`config.mk`:
```
export PLATFORM = sky130hd
export DESIGN_NAME = ma_peak_detect
export DESIGN_NICKNAME = d
export VERILOG_FILES = /design/src/rtl/ma_peak_detect.sv
export SDC_FILE = /design/constraint.sdc
export NUM_CORES = 1
export LEC_CHECK = 0
export ABC_AREA = 1
export BUFFER_PORTS_ARGS = -buffer_cell sky130_fd_sc_hd__buf_2
export CORE_AREA = 5 5 304 187
export DETAILED_ROUTE_END_ITERATION = 8
export DIE_AREA = 0 0 309 192
export PLACE_DENSITY = 0.59
export SYNTH_ARGS = -nofsm -noshare
export SYNTH_HDL_FRONTEND = slang
export SYNTH_SLANG_ARGS = --single-unit
```
`constraint.sdc`:
```
create_clock -name clk -period 9.7 [get_ports clk]
set_input_delay 0.97 -clock clk [delete_from_list [all_inputs] [get_ports clk]]
set_output_delay 0.97 -clock clk [all_outputs]
set_load 0.02 [all_outputs]
```
`src/rtl/ma_peak_detect.sv`:
```
// Threshold-crossing peak search on the averaged correlation magnitude: tracks the maximum of
// each above-threshold run, reports peak/index/width one clock after the run ends, then holds off.
module ma_peak_detect #(
  parameter int DATA_W    = 71,
  parameter int IDX_W     = 16,
  parameter int MIN_WIDTH = 2,
  parameter int MAX_RUN   = 1024,
  parameter int HOLDOFF   = 64
) (
  input  logic                     clk,
  input  logic                     rst,
  input  logic                     en,
  input  logic                     clear,
  input  logic signed [DATA_W-1:0] din,
  input  logic signed [DATA_W-1:0] threshold,
  output logic                     det_valid,
  output logic signed [DATA_W-1:0] det_peak,
  output logic [IDX_W-1:0]         det_idx,
  output logic [IDX_W-1:0]         det_width,
  output logic [7:0]               det_count,
  output logic                     busy
);

  typedef enum logic [1:0] {
    S_IDLE  = 2'd0,
    S_TRACK = 2'd1,
    S_HOLD  = 2'd2
  } state_t;

  localparam logic [IDX_W-1:0] MIN_W_C   = IDX_W'(MIN_WIDTH);
  localparam logic [IDX_W-1:0] MAX_RUN_C = IDX_W'(MAX_RUN);
  localparam logic [IDX_W-1:0] HOLD_C    = IDX_W'(HOLDOFF);
  localparam logic [IDX_W-1:0] ONE_C     = IDX_W'(1);

  // With no holdoff window a report drops straight back to searching.
  localparam state_t POST_STATE = (HOLDOFF == 0) ? S_IDLE : S_HOLD;

  state_t                     state, state_n;
  logic [IDX_W-1:0]           idx;
  logic [IDX_W-1:0]           run, run_n;
  logic [IDX_W-1:0]           peak_idx, peak_idx_n;
  logic [IDX_W-1:0]           hold_cnt, hold_n;
  logic signed [DATA_W-1:0]   peak, peak_n;

  logic                       above;
  logic                       report;
  logic signed [DATA_W-1:0]   rep_peak;
  logic [IDX_W-1:0]           rep_idx;
  logic [IDX_W-1:0]           rep_width;

  assign above = (din > threshold);

  always_comb begin
    state_n    = state;
    run_n      = run;
    peak_n     = peak;
    peak_idx_n = peak_idx;
    hold_n     = hold_cnt;
    report     = 1'b0;
    rep_peak   = peak;
    rep_idx    = peak_idx;
    rep_width  = run;

    if (en) begin
      case (state)
        S_IDLE: begin
          if (above) begin
            state_n    = S_TRACK;
            run_n      = ONE_C;
            peak_n     = din;
            peak_idx_n = idx;
            // A single-sample run already reaches the forced-report length.
            if (MAX_RUN_C == ONE_C) begin
              report    = 1'b1;
              rep_peak  = din;
              rep_idx   = idx;
              rep_width = ONE_C;
              state_n   = POST_STATE;
              hold_n    = HOLD_C;
            end
          end
        end

        S_TRACK: begin
          if (above) begin
            run_n = run + ONE_C;
            if (din > peak) begin
              peak_n     = din;
              peak_idx_n = idx;
            end
            if (run_n == MAX_RUN_C) begin
              report    = 1'b1;
              rep_peak  = peak_n;
              rep_idx   = peak_idx_n;
              rep_width = run_n;
              state_n   = POST_STATE;
              hold_n    = HOLD_C;
            end
          end else if (run >= MIN_W_C) begin
            report  = 1'b1;
            state_n = POST_STATE;
            hold_n  = HOLD_C;
          end else begin
            state_n = S_IDLE;
          end
        end

        S_HOLD: begin
          if (hold_cnt <= ONE_C) begin
            hold_n  = '0;
            state_n = S_IDLE;
          end else begin
            hold_n = hold_cnt - ONE_C;
          end
        end

        default: state_n = S_IDLE;
      endcase
    end
  end

  always_ff @(posedge clk or posedge rst) begin
    if (rst) begin
      state     <= S_IDLE;
      idx       <= '0;
      run       <= '0;
      peak      <= '0;
      peak_idx  <= '0;
      hold_cnt  <= '0;
      det_valid <= 1'b0;
      det_peak  <= '0;
      det_idx   <= '0;
      det_width <= '0;
      det_count <= '0;
      busy      <= 1'b0;
    end else if (clear) begin
      // Last report fields stay visible across a soft clear.
      state     <= S_IDLE;
      idx       <= '0;
      run       <= '0;
      hold_cnt  <= '0;
      det_valid <= 1'b0;
      det_count <= '0;
      busy      <= 1'b0;
    end else begin
      state     <= state_n;
      run       <= run_n;
      peak      <= peak_n;
      peak_idx  <= peak_idx_n;
      hold_cnt  <= hold_n;
      det_valid <= report;
      busy      <= (state_n != S_IDLE);
      if (en) begin
        idx <= idx + ONE_C;
      end
      if (report) begin
        det_peak  <= rep_peak;
        det_idx   <= rep_idx;
        det_width <= rep_width;
        det_count <= det_count + 8'd1;
      end
    end
  end

endmodule

```
; Word-level counts from Yosys, hierarchy flattened
; Index checks and enable logic that the tools add are counted.
[word_totals]
register_bits = 250
output_inout_bits = 113
elab_cells = 92
[op_classes]
addsub = 4
n_lt_le_gt_ge = 4
n_eq_ne = 9
n_mux = 51
n_bitwise = 1
n_reduce_logical = 11
[op_table]
columns = operator, count
row1 = $mux W71, 7
row2 = $mux W16, 23
row3 = $gt A71 B71 Y1, 2
row4 = $pmux W71 S2, 1
row5 = $pmux W16 S2, 3
row6 = $add A16 B1 Y16 const B, 2
row7 = $eq A16 B11 Y1 const B, 1
row8 = $ge A16 B2 Y1 const B, 1
row9 = $le A16 B1 Y1 const B, 1
row10 = $mux W8, 2
row11 = $sub A16 B1 Y16 const B, 1
row12 = $mux W2, 7
row13 = $add A8 B1 Y8 const B, 1
row14 = $ne A4 B4 Y1 const B, 2
row15 = $reduce_and A4 Y1, 2
row16 = $reduce_bool A2 Y1, 4
row17 = $mux W1, 7
row18 = $ne A3 B3 Y1 const B, 2
row19 = $pmux W2 S3, 1
row20 = $reduce_bool A3 Y1, 2
row21 = $reduce_and A5 Y1, 1
row22 = $ne A2 B2 Y1 const B, 2
row23 = $eq A2 B1 Y1 const B, 1
row24 = $eq A2 B2 Y1 const B, 1
row25 = other kinds (3), 3

; Depth between registers and ports, before layout
[logic_depth]
ltp_word = 8
ltp_mapped = 24

; Least setup slack after synthesis
; Ideal clock, no wire load.
[synth_timing]
path_kind = input-to-reg
from = in din[70]
to = reg det_idx[14]
arrival_ps = 3027
slack_ps = 6556
path_stages = 18
path_buffers = 2
cell_sequence = ha_1 nand2_1 nor2_1 nand3b_1 nor3_1 nand2_1 nor2_1 nand2_1 nand3_1 nand2_1 nand2_1 buf_2 buf_2 nand3_1 nand2_1 nand2_1 nand3_1 nand2_1
[synth_via]
elab_chain_len = 6
[synth_lines]
columns = item, line
row1 = from (decl), 14  ; input logic signed [DATA_W-1:0] din,
row2 = $gt A71 B71 Y1, 87  ; if (din > peak) begin
row3 = $mux W16, 87
row4 = $mux W16, 91  ; if (run_n == MAX_RUN_C) begin
row5 = $mux W16, 85  ; if (above) begin
row6 = $mux W16, 65  ; case (state)
row7 = $mux W16, 64  ; if (en) begin
row8 = to (signal assigned), 158  ; det_idx <= rep_idx;
row9 = to (decl), 18  ; output logic [IDX_W-1:0] det_idx,
; Parallel ways exist; a longest one is shown, timed or not.
; A chain may end at the register's enable or synchronous reset.

; Worst setup path after layout
[layout_timing]
from = in din[66]
to = reg peak[13]
[layout_via]
elab_chain_len = 4
[layout_lines]
columns = item, line
row1 = $gt A71 B71 Y1, 87
row2 = $mux W71, 87
row3 = $mux W71, 85
row4 = $pmux W71 S2, 65
row5 = to (signal assigned), 148  ; peak <= peak_n;
row6 = to (decl), 43  ; logic signed [DATA_W-1:0] peak, peak_n;
; Parallel ways exist; a longest one is shown, timed or not. The select of a mux whose other input is x is not followed.

==> key figures <==
Outcome
  – Status: completed

Logic synthesis
  – Netlist cell types: 35
  – Synth Instances: just under 3000
  – Yosys warns: 0
  – Syn_nets: about 3200
  – Avg Inst Size Synth: approximately 6.4 sq um
  – Dominant cells by area after synthesis: dfrtp_1 34%, nand2_1 25%, ha_1 10%
  – Post-Syn Area: about 0.019 sq mm
  – FF+latch count, synth: 250
  – Sequential area share after synthesis: between 30% and 40%
  – Largest area contributor in the netlist: dfrtp_1
  – Synth top area share: 33.66%

Power and ir drop
  – Overall Power: ~4.5 mW
  – Logic pwr share: between 40 and 50%
  – Cell Int Power: about 2.6 mW
  – PD cells: approximately 210 mW/mm^2
  – Part of the power in the clock network: between 20 and 30%
  – Seq pwr share: 31.7%
  – Sw frac: between 40 and 50%
  – Switching pwr: ~1.9 mW
  – Maximum VDD drop: about 0.00015 V
  – Leakage: 12.34 nW

STA
  – Worst hold slack: 0.4683 ns
  – Worst Tran Pin Value: 1.343 ns
  – Unrepaired setup endpoints after global routing: no
  – Final max-slew violation count: 0
  – Sum Neg Setup Slack: 0 ns
  – Fin crit share: 51.02%
  – Fmax: roughly 200 MHz
  – Hold Vio Cnt, Final: 0
  – Final min period: between 4 and 5 ns
  – Setup violators final: 0
  – Slew margin rel.: roughly a tenth
  – Worst clock skew: between 0.015 and 0.02 ns

Layout
  – Footprint of the multi-input gates: 0.01059 sq mm
  – Share of cells above drive strength 1: roughly 11%
  – FF/Latch Area: ~0.0063 sq mm
  – Area grow syn2layout: 14.96%
  – Fill cell count: around 5800
  – Nets: 3359

Global route
  – First-pass GRT wire length: 99.32 mm
  – Vias in the first global route: ~17000
  – Gr ovfl total: 0
  – Largest net degree at the start of global routing: between 150 and 200
  – Initial antenna violation count: 10
  – All-Layer GR Usage: between 20% and 30%

Placed design
  – IO Port Bufs: around 260
  – RePlAce Congestion: roughly 0.87
  – DP HPWL: roughly 45 mm

Clock network
  – Post_cts resized: 0
  – CTS tree: yes
  – Clk slew on worst S/H paths: ~0.070 ns
  – H-Tree Level Count: 1
  – Clk sinks: between 200 and 300
  – CTS root buf: clkbuf_16
  – Worst-case clock buffer depth: 3
  – Total CTS buffers: 28
  – Clock Latency Late Sink: between 0.5 and 0.6 ns
  – Postcts setup bufs: 0
  – Hold buffer count at CTS: 0

Detailed routing
  – Drt first pass iters: 6
  – Via count: 18260
  – DR vias/cell: just under 5
  – Antenna-violating nets left: 0
  – WL per Instance: roughly 17 um
  – Drc violations: 0
  – WL final: ~64 mm
  – Iter 0 DRT Violations: approximately 1600

Die
  – FP Rows: 66
  – Initial core utilization: 34.68%
  – Core box area: between 0.05 and 0.06 sq mm
  – Die width: just over 300 um
  – Die area: between 0.05 and 0.06 sq mm
  – IO Pins: approximately 260
  – Die height: about 190 um

Setup path
  – CP max stage delay: a little under 0.8 ns
  – Critical path class: in -> reg
  – CP Cell Sequence: buf_2, ha_1, nand2_1, nor4_1, and3_1, nand4_1, nand3_2, nor2_1, nand3_4, buf_4, buf_4, nor2_1, nand2_1, nand2_1
  – Critical Path AT: 5.41 ns
  – Setup crit end kind: flip-flop
  – Critical Path Most Common Cell: nand2_1
  – Crit path launch type: input pin
  – Worst EP required: 10.16 ns
  – Crit-path max FO: 85
  – Crit path max-delay cell type: buf_4

Hold path
  – Hold crit path type: reg -> reg

Job
  – MaxCap Viol Count: 0
==> sequential cells by signal (all words and copies together) (netlist names) <==
name,cells
det_idx,16
peak,71
run,16
det_count,8
det_width,16
det_valid,1
peak_idx,16
state,2
det_peak,71
busy,1
hold_cnt,16
idx,16
==> power groups by stage <==
stage	combinational [mW]	sequential, mW	clock, mW
floorplan	1.19	1.58	0
global placement	1.90	1.44	0
detailed placement	1.90	1.44	0
CTS	1.91	1.42	1.19
global route	2.17	1.46	1.24
finish	1.91	1.42	1.17
==> through the flow <==
| stage | worst slack, ns | utilization, % | area, sq um | instances |
|---|---|---|---|---|
| after floorplan | 1.858 | - | 18590 | 2883 |
| after global placement | 4.229 | 38.03 | 20380 | 3748 |
| after detailed placement | 4.153 | 38.03 | 20380 | 3748 |
| after CTS | 4.724 | 39.84 | 21350 | 3796 |
| after global routing | 4.530 | 39.87 | 21370 | 3801 |
| final | 4.751 | 39.87 | 21370 | 3801 |
==> per-layer routing <==
metal  track usage (%)  vias to the layer above  part of all wire, %
met4             3.579                        6                  1.5
li1                  -                     9404                    -
met2             29.98                      597                   40
met1             33.04                     8189                   51
met3             4.287                       62                  7.7
met5                 0                        -                0.064
==> logic make-up (layout without fill, tap and decap cells) <==
family / after synthesis / count (layout) / synth area share (%)
simple gates: 1889 / 1889 / 41.82
buf+inv: 446 / 645 / 9.687
flops: 250 / 250 / 33.66
fa+ha+maj: 149 / 149 / 10.03
compound gates: 123 / 123 / 3.581
xor+xnor: 26 / 26 / 1.225
other cells: 0 / 5 / 0
==> cell type report <==
class,instances,share of cell area [%]
timing repair buffer,273,6.629
inverter,324,5.739
tap,714,4.181
clock inverter,9,0.6910
clock buffer,39,3.853
multi-input combinational,2187,49.57
sequential,250,29.28
antenna,5,0.05856
==> cell usage after synthesis <==
cell type and instances:
inv_2 7, a31oi_1 1, nand2_1 1245, clkbuf_1 62, and3_1 2, ha_1 149, nor2_1 277, nand3_2 3
nor3_2 2, nand3b_1 28, nor3_1 22, o2111ai_1 1, nor2_4 1, a21o_1 7, or2_2 1, dfrtp_1 250
inv_1 315, o21ai_0 30, buf_2 38, nor2_2 2, clkinv_1 2, and2_1 1, o21a_1 7, nand4_1 56
buf_4 3, a21oi_1 73, nor3b_1 1, o21bai_1 3, xor2_1 21, a21boi_0 1, nand3_1 215, xnor2_1 5
buf_1 10, nor4_1 33, buf_6 9
==> worst paths after layout <==
| check | from | to | slack (ns) | cells past startpoint |
|---|---|---|---|---|
| hold / removal | det_width[2] | det_width[2] | 0.47 | 2 |
| setup / recovery | din[66] | peak[13] | 4.75 | 14 |
| min in group asynchronous | rst | det_width[6] | 0.52 | 2 |
| hold reg to reg | det_width[2] | det_width[2] | 0.47 | 2 |
| max in group asynchronous | rst | peak[8] | 7.80 | 3 |
| setup reg to reg | run[0] | det_peak[41] | 5.35 | 15 |
==> cell usage in the layout (no fill, tap or decap), types with 2 or more instances in the layout <==
| cell type | n |
|---|---|
| and3_1 | 2 |
| nor2_1 | 275 |
| nand3_1 | 212 |
| o21ai_0 | 30 |
| clkinv_1 | 2 |
| xnor2_1 | 5 |
| a21oi_1 | 73 |
| clkbuf_1 | 4 |
| clkinv_2 | 4 |
| nor2_2 | 2 |
| nand3_4 | 2 |
| nor4_1 | 33 |
| clkbuf_8 | 6 |
| diode_2 | 5 |
| bufinv_16 | 4 |
| inv_2 | 6 |
| nand3b_1 | 28 |
| dfrtp_1 | 250 |
| o21a_1 | 7 |
| ha_1 | 149 |
| buf_4 | 14 |
| a21o_1 | 7 |
| nand2_1 | 1244 |
| inv_1 | 314 |
| buf_2 | 258 |
| nor3_1 | 22 |
| o21bai_1 | 3 |
| clkbuf_16 | 29 |
| nor2_4 | 3 |
| xor2_1 | 21 |
| nand3_2 | 4 |
| nand4_1 | 56 |
==> critical path, delay by kind of cell <==
kind | cells | cell delay (ns)
adders and majority gates | 1 | 0.30
buffers and inverters | 3 | 1.54
and+or+nand+nor | 10 | 2.44
Power figures use the tool's default switching activity.
